$ cat src/rtl/shift_pkg.sv
// Shared constants for the parametrised shift/rotate unit: mode codes and
// FSM state encoding.
package shift_pkg;

  // Shift/rotate modes; codes 5..7 are reserved (step counted, data held).
  localparam logic [2:0] MODE_LSL = 3'd0;
  localparam logic [2:0] MODE_LSR = 3'd1;
  localparam logic [2:0] MODE_ASR = 3'd2;
  localparam logic [2:0] MODE_ROL = 3'd3;
  localparam logic [2:0] MODE_ROR = 3'd4;

  // FSM states, kept as plain constants so older tools can share them.
  localparam logic [1:0] ST_IDLE  = 2'd0;
  localparam logic [1:0] ST_SHIFT = 2'd1;
  localparam logic [1:0] ST_DONE  = 2'd2;

endpackage

$ cat src/rtl/shift_step.sv
// One 1-bit shift/rotate step. Purely combinational; reserved modes pass the
// current value and carry straight through.
module shift_step
  import shift_pkg::*;
#(
  parameter int DATA_WIDTH = 8
) (
  input  logic [DATA_WIDTH-1:0] dout_i,
  input  logic [2:0]            mode_i,
  input  logic                  carry_i,
  output logic [DATA_WIDTH-1:0] next_o,
  output logic                  carry_o
);

  // Select the next register value and the bit that falls out of it.
  always_comb begin
    // NOTE: assigning every output first, before the case, guarantees no
    // path leaves an output unassigned, so no latch can be inferred.
    next_o  = dout_i;
    carry_o = carry_i;
    case (mode_i)
      MODE_LSL: begin
        next_o  = {dout_i[DATA_WIDTH-2:0], 1'b0};
        carry_o = dout_i[DATA_WIDTH-1];
      end
      MODE_LSR: begin
        next_o  = {1'b0, dout_i[DATA_WIDTH-1:1]};
        carry_o = dout_i[0];
      end
      MODE_ASR: begin
        next_o  = {dout_i[DATA_WIDTH-1], dout_i[DATA_WIDTH-1:1]};
        carry_o = dout_i[0];
      end
      MODE_ROL: begin
        next_o  = {dout_i[DATA_WIDTH-2:0], dout_i[DATA_WIDTH-1]};
        carry_o = dout_i[DATA_WIDTH-1];
      end
      MODE_ROR: begin
        next_o  = {dout_i[0], dout_i[DATA_WIDTH-1:1]};
        carry_o = dout_i[0];
      end
      default: ;
    endcase
  end

endmodule

$ cat src/rtl/param_shift_unit.sv
// Multi-cycle shift/rotate register for the datapath output stage. Loads a
// zero-extended operand, then steps it one bit per cycle for a latched count,
// with a start/busy/done handshake toward the sequencer.
module param_shift_unit
  import shift_pkg::*;
#(
  parameter int DATA_WIDTH = 8,
  parameter int IN_WIDTH   = 4,
  parameter int AMT_WIDTH  = 3
) (
  input  logic                  clk,
  input  logic                  reset,
  input  logic                  load,
  input  logic [IN_WIDTH-1:0]   din,
  input  logic                  start,
  input  logic [2:0]            mode,
  input  logic [AMT_WIDTH-1:0]  amount,
  output logic [DATA_WIDTH-1:0] dout,
  output logic                  busy,
  output logic                  done,
  output logic                  carry,
  output logic                  zero
);

  logic [1:0]            state_q, state_d;
  logic [AMT_WIDTH-1:0]  count_q, count_d;
  logic [2:0]            mode_q,  mode_d;
  logic [DATA_WIDTH-1:0] dout_q,  dout_d;
  logic                  carry_q, carry_d;
  logic [DATA_WIDTH-1:0] step_val;
  logic                  step_carry;

  shift_step #(
    .DATA_WIDTH(DATA_WIDTH)
  ) u_step (
    .dout_i (dout_q),
    .mode_i (mode_q),
    .carry_i(carry_q),
    .next_o (step_val),
    .carry_o(step_carry)
  );

  // Next-state logic: handshake FSM, step counter and datapath update.
  always_comb begin
    state_d = state_q;
    count_d = count_q;
    mode_d  = mode_q;
    dout_d  = dout_q;
    carry_d = carry_q;
    case (state_q)
      ST_IDLE: begin
        // Load has priority; a simultaneous start is dropped.
        if (load) begin
          dout_d = DATA_WIDTH'(din);
        end else if (start) begin
          mode_d  = mode;
          count_d = amount;
          state_d = ST_SHIFT;
        end
      end
      ST_SHIFT: begin
        if (count_q == '0) begin
          state_d = ST_DONE;
        end else begin
          dout_d  = step_val;
          carry_d = step_carry;
          count_d = count_q - AMT_WIDTH'(1);
          if (count_q == AMT_WIDTH'(1)) state_d = ST_DONE;
        end
      end
      ST_DONE: state_d = ST_IDLE;
      default: state_d = ST_IDLE;
    endcase
  end

  // State registers; reset aborts any operation without a done pulse.
  always_ff @(posedge clk or posedge reset) begin
    // NOTE: non-blocking assignments let every register sample the old
    // values at the edge, independent of statement order.
    if (reset) begin
      state_q <= ST_IDLE;
      count_q <= '0;
      mode_q  <= MODE_LSL;
      dout_q  <= '0;
      carry_q <= 1'b0;
    end else begin
      state_q <= state_d;
      count_q <= count_d;
      mode_q  <= mode_d;
      dout_q  <= dout_d;
      carry_q <= carry_d;
    end
  end

  assign dout  = dout_q;
  assign carry = carry_q;
  assign busy  = (state_q == ST_SHIFT);
  assign done  = (state_q == ST_DONE);
  assign zero  = (dout_q == '0);

endmodule
$ cat config.mk
export PLATFORM = sky130hd
export DESIGN_NAME = param_shift_unit
export DESIGN_NICKNAME = d
export VERILOG_FILES = /design/src/rtl/shift_pkg.sv /design/src/rtl/shift_step.sv /design/src/rtl/param_shift_unit.sv
export SDC_FILE = /design/constraint.sdc
export NUM_CORES = 1
export LEC_CHECK = 0
export CAP_MARGIN = 5
export CORE_MARGIN = 5
export CORE_UTILIZATION = 25
export DETAILED_ROUTE_END_ITERATION = 16
export SKIP_LAST_GASP = 1
export SYNTH_ARGS = -nofsm -noshare
export SYNTH_HDL_FRONTEND = slang
export SYNTH_SLANG_ARGS = --single-unit
$ cat constraint.sdc
create_clock -name clk -period 2.8 [get_ports clk]
set_clock_uncertainty 0.2 [all_clocks]
set_input_delay 0.56 -clock clk [delete_from_list [all_inputs] [get_ports clk]]
set_output_delay 0.56 -clock clk [all_outputs]
set_load 0.05 [all_outputs]
==> flow_metrics.py, run 1 <==
metrics = {
    "floorplan": {
        "die_w_um": 77.41,
        "fp.dieArea_um2": 5992,
        "initial_core_util_pct": 25.91,
        "core_area_um2": 4384,
        "die_h_um": 77.41,
        "rows": 24,
        "io_pins": 26,
    },
    "cts": {
        "insertion_delay_ps": 260,
        "htreeDepth": 1,
        "postCtsHoldBufs": 0,
        "numCtsBuffers": 3,
        "cts_tree": "done",
        "cts_resized": 0,
        "clock_sinks": 17,
        "clk_pin_slew_ps": 70,
        "cts_setup_buffers": 0,
        "clock_path_buffers": 2,
        "root_buffer": "clkbuf_8",
    },
    "yosys": {
        "synth_cell_types": 42,
        "synth_nets": 126,
        "syn_area_um2": 1136,
        "seq_area_frac_synth_pct": 37.44,
        "yosys.area.top_type": "dfrtp_1",
        "synthTopCellsByArea": "dfrtp_1, buf_6, mux2_2",
        "syn_inst": 109,
        "ys_seq_elements": 17,
        "synth_warnings": 0,
        "avgSynthCellArea_um2": 10.42,
        "netlist.area_leader.share_pct": 37.44,
    },
    "pwr": {
        "leakage_uw": 0.0006062,
        "p_clk_share_pct": 10.2,
        "internal_power_uw": 934.2,
        "power_frac_seq_pct": 29.2,
        "swShare_pct": 50.09,
        "powerDensity_nw_per_um2": 1308,
        "power_frac_comb_pct": 60.6,
        "switchingPower_uw": 937.7,
        "ir_worst_vdd_v": 0.0004323,
    },
    "timing": {
        "fin_crit_sh_pct": 89.50,
        "setup_viol": 0,
        "totalNegativeSetupSlack_ps": 0,
        "max_freq_ghz": 0.3990,
        "relSlewSlack_pct": 54.75,
        "hold_violations": 0,
        "slew_viol_final": 0,
        "layout_min_cycle_time_ps": 2506,
        "tightest_slew_ps": 678.0,
        "rsz0062_at_grt": "no",
    },
    "global_route": {
        "grt_first_pass_wirelength_um": 4588,
        "antenna_found_initial": 0,
        "grt_pass1_vias": 880,
        "grt_max_degree": 18,
        "track_usage_pct": 9.376,
        "overflow": 0,
    },
    "route": {
        "vias_per_cell": 4.962,
        "antenna_left": 0,
        "vias": 913,
        "drc_errors": 0,
        "drt_iter0_markers": 78,
        "wl_um": 2674,
        "wl_per_cell_um": 14.53,
        "drt_pre_antenna_iters": 4,
    },
    "critical_path": {
        "cp.required_ps": 2040,
        "critPathArrivalTime_ps": 1750,
        "end_kind": "output pin",
        "worst-path-max-fanout": 9,
        "start_kind": "flop",
        "path_class": "reg -> out",
    },
    "finish": {
        "final_common_cell": "clkdlybuf4s50_1",
        "syn2layout_area_growth_pct": 25.99,
        "regArea_um2": 425.4,
        "multiInputGateArea_um2": 634.4,
        "stdcell_count": 184,
        "antenna_cells": 0,
        "nets": 150,
        "fill_cells": 459,
        "drive_gt1_share_pct": 16.67,
        "layout_common_cells": "clkdlybuf4s50_1, dfrtp_1, nor2_1, o21ai_0, nand2_1",
    },
    "job": {
        "cap_violations": 0,
    },
    "worst_hold_path": {
        "hp-class": "reg -> reg",
    },
    "outcome": {
        "status": "complete, no violations",
    },
    "placed_design": {
        "dp_hpwl_um": 2067,
        "place.gp.congestion": 0.7153,
        "post-place-cells": 180,
        "port_buffers": 25,
    },
}
-- worst max-delay path, cell delays in order, from the launching register on --
cell and delay [ps]:
dfrtp_1 500, nor2b_1 180, clkdlybuf4s50_1 820
-- metal layers --
layer | GRT usage [%] | vias up | share of wire (%)
met4 | 3.093 | 0 | 1.8
met2 | 12.46 | 31 | 42
li1 | - | 448 | -
met3 | 4.514 | 6 | 7.8
met5 | 0 | - | 0
met1 | 13.19 | 428 | 49
-- through the flow --
step / worst slack [ps] / power [uW] / utilization, % / area, um^2 / hold slack (ps)
finish: 294.0 / 1872 / 32.65 / 1431 / 311.4
global route: 205.9 / 2024 / 32.65 / 1431 / 349.0
CTS: 275.0 / 1892 / 32.65 / 1431 / 316.9
detailed placement: 516.6 / 1698 / 31.59 / 1385 / 292.4
global placement: 571.6 / 1662 / 31.59 / 1385 / 287.7
floorplan: 225.5 / 1460 / - / 1136 / 251.3
-- synth_stat cells, drive strengths merged --
cell     instances
dfrtp           17
nor2             9
o21ai            9
mux2             8
nand2            7
buf              6
and3             5
mux2i            5
a21oi            4
inv              4
a221o            3
ha               3
nand2b           3
nand3            3
nor3             3
a31oi            2
nor2b            2
nor3b            2
or4              2
a2111oi          1
a211oi           1
a22o             1
a2bb2oi          1
and2             1
and4b            1
nor4b            1
o211ai           1
o21a             1
o32ai            1
or3              1
xor2             1
-- flip-flops by register name, summed over array words and instances (netlist names) --
name     cells
state_q      2
dout         8
carry        1
count_q      3
mode_q       3
-- kinds of logic after synthesis --
family	synth area share, %
AOI/OAI and AO/OA	16.85
xor gates and xnor gates	0.7711
adders and majority gates	3.304
buffers and inverters	6.717
DFF	37.45
muxes	12.66
and+or+nand+nor	22.25
-- power by group through the flow --
| stage | clock network (uW) | logic (uW) | registers, uW |
|---|---|---|---|
| after floorplan | 0 | 855 | 606 |
| after global placement | 0 | 1120 | 541 |
| after detailed placement | 0 | 1140 | 553 |
| after CTS | 196 | 1150 | 547 |
| after global routing | 211 | 1240 | 572 |
| final | 190 | 1130 | 547 |
-- cell type report --
cell class / count / share of cell area [%]
timing repair buffer: 25 / 17.13
tap: 52 / 4.545
multi-input combinational: 82 / 44.32
clock inverter: 1 / 0.3497
sequential: 17 / 29.72
clock buffer: 3 / 2.885
inverter: 4 / 1.049
-- final timing paths --
check | from | endpoint | slack (ps) | cells past startpoint
worst max-delay path | state_q[1] | done | 290 | 2
worst max register to register | mode_q[0] | dout[3] | 780 | 4
worst min-delay path | count_q[0] | count_q[0] | 310 | 1
min in group asynchronous | reset | dout[3] | 500 | 2
worst min register to register | count_q[0] | count_q[0] | 310 | 1
max in group asynchronous | reset | state_q[0] | 1460 | 2
(Power assumes the default switching activity.)
==> run 2, diff against run 1 <==
--- a/config.mk
+++ b/config.mk
@@ -9,6 +9,8 @@
 export CORE_MARGIN = 5
 export CORE_UTILIZATION = 25
 export DETAILED_ROUTE_END_ITERATION = 16
+export MAX_ROUTING_LAYER = met4
+export RECOVER_POWER = 25
 export SKIP_LAST_GASP = 1
 export SYNTH_ARGS = -nofsm -noshare
 export SYNTH_HDL_FRONTEND = slang
==> flow_metrics.py, run 2 (synthesis results as in run 1) <==
metrics = {
    "global_route": {
        "antenna_found_initial": 0,
        "overflow": 0,
        "grt_first_pass_wirelength_um": 4588,
        "grt_max_degree": 18,
        "track_usage_pct": 9.655,
        "grt_pass1_vias": 881,
    },
    "critical_path": {
        "cp_slowest_cell": "clkdlybuf4s50_1",
        "max_stage_delay_ps": 820,
        "r2r_start": "mode_q[0]",
        "start_kind": "flop",
        "reg2reg_depth": 4,
        "r2r_setup_slack_ps": 780,
        "end_kind": "output pin",
        "crit_chain": "nor2b_1 -> clkdlybuf4s50_1",
        "path_class": "reg -> out",
        "critPathArrivalTime_ps": 1750,
        "cp.required_ps": 2040,
        "r2r-end": "dout[3]",
        "worst-path-max-fanout": 9,
    },
    "worst_hold_path": {
        "worstHoldPathCells": 1,
        "hold_path_end": "count_q[0]",
        "hp-start": "count_q[0]",
        "hp-class": "reg -> reg",
    },
    "timing": {
        "max_freq_ghz": 0.3990,
        "totalNegativeSetupSlack_ps": 0,
        "setup_viol": 0,
        "tightest_slew_ps": 678.3,
        "relSlewSlack_pct": 54.73,
        "layout_min_cycle_time_ps": 2507,
        "fin_crit_sh_pct": 89.52,
        "hold_violations": 0,
        "rsz0062_at_grt": "no",
        "slew_viol_final": 0,
    },
    "finish": {
        "drive_gt1_share_pct": 16.67,
        "layout_common_cells": "clkdlybuf4s50_1, dfrtp_1, nor2_1, o21ai_0, nand2_1",
        "utilization_pct": 32.65,
        "largest_reg_flops": 8,
        "nets": 150,
        "syn2layout_area_growth_pct": 25.99,
        "antenna_cells": 0,
        "final_common_cell": "clkdlybuf4s50_1",
    },
    "pwr": {
        "power_frac_seq_pct": 29.2,
        "swShare_pct": 50.20,
        "p_clk_share_pct": 10.1,
        "power_frac_comb_pct": 60.7,
        "leakage_uw": 0.0006065,
        "switchingPower_uw": 941.5,
        "ir_worst_vdd_v": 0.0004375,
        "internal_power_uw": 934.0,
        "powerDensity_nw_per_um2": 1310,
    },
    "cts": {
        "root_buffer": "clkbuf_8",
        "cts_tree": "done",
        "cts_resized": 0,
        "postCtsHoldBufs": 0,
        "clock_path_buffers": 2,
        "clock_sinks": 17,
        "htreeDepth": 1,
        "numCtsBuffers": 3,
        "clk_pin_slew_ps": 70,
        "insertion_delay_ps": 260,
        "cts_setup_buffers": 0,
    },
    "floorplan": {
        "die_h_um": 77.41,
        "initial_core_util_pct": 25.91,
        "fp.dieArea_um2": 5992,
        "core_area_um2": 4384,
        "io_pins": 26,
        "die_w_um": 77.41,
        "rows": 24,
    },
    "outcome": {
        "status": "complete, no violations",
    },
    "route": {
        "drt_iter0_markers": 92,
        "drc_errors": 0,
        "vias_per_cell": 4.967,
        "wl_um": 2689,
        "antenna_left": 0,
        "wl_per_cell_um": 14.61,
        "drt_pre_antenna_iters": 4,
        "vias": 914,
    },
    "placed_design": {
        "port_buffers": 25,
        "place.gp.congestion": 0.7236,
        "dp_hpwl_um": 2067,
    },
    "job": {
        "cap_violations": 0,
    },
}
-- run 2: cell type report --
| type | count | area, um^2 |
|---|---|---|
| fill | 459 | 2953 |
| multi-input combinational | 82 | 634.4 |
| sequential | 17 | 425.4 |
| timing repair buffer | 25 | 245.2 |
| tap | 52 | 65.06 |
| clock buffer | 3 | 41.29 |
| inverter | 4 | 15.01 |
| clock inverter | 1 | 5.005 |
-- run 2: worst max path at each step --
stage | start | end | cells past startpoint
floorplan | dout[5] | zero | 2
global placement | state_q[1] | done | 2
detailed placement | load | dout[3] | 4
CTS | state_q[1] | done | 2
global route | state_q[1] | done | 2
finish | state_q[1] | done | 2
-- run 2: worst max-delay path: cells and delay by family (launching register included) --
kind	cells	cell delay [ps]
buffers and inverters	1	820
flip-flops	1	500
AND/OR/NAND/NOR	1	180
-- run 2: layer usage --
layer	share of wire [%]	vias up	global-route usage, %	wire length [um]
li1	-	448	-	-
met1	49	429	13.33	1322
met2	42	31	12.37	1119
met3	7.4	6	4.398	198
met4	1.8	0	3.093	48
met5	0	-	-	0
-- run 2: stage by stage --
| stage | instance area, um^2 | instances | hold WS [ps] | total power (uW) | setup WS (ps) |
|---|---|---|---|---|---|
| after floorplan | 1136 | 109 | 251.3 | 1460 | 225.5 |
| after global placement | 1385 | 180 | 287.7 | 1662 | 571.6 |
| after detailed placement | 1385 | 180 | 292.4 | 1698 | 516.6 |
| after CTS | 1431 | 184 | 316.9 | 1892 | 275.0 |
| after global routing | 1431 | 184 | 349.0 | 2024 | 205.9 |
| final | 1431 | 184 | 312.9 | 1876 | 293.5 |
-- run 2: power groups by stage --
stage / clock network [uW] / registers (uW) / logic (uW)
3_3_place_gp: 0 / 541 / 1120
4_1_cts: 196 / 547 / 1150
3_5_place_dp: 0 / 553 / 1140
2_1_floorplan: 0 / 606 / 855
5_1_grt: 211 / 572 / 1240
6_report: 190 / 547 / 1140
==> run 3, diff against run 2 <==
--- a/config.mk
+++ b/config.mk
@@ -8,6 +8,7 @@
 export CAP_MARGIN = 5
 export CORE_MARGIN = 5
 export CORE_UTILIZATION = 25
+export CTS_BUF_LIST = sky130_fd_sc_hd__clkbuf_8
 export DETAILED_ROUTE_END_ITERATION = 16
 export MAX_ROUTING_LAYER = met4
 export RECOVER_POWER = 25
==> results of run 3 <==
No change in the layout: final DEF, timing and power equal those of run 2.
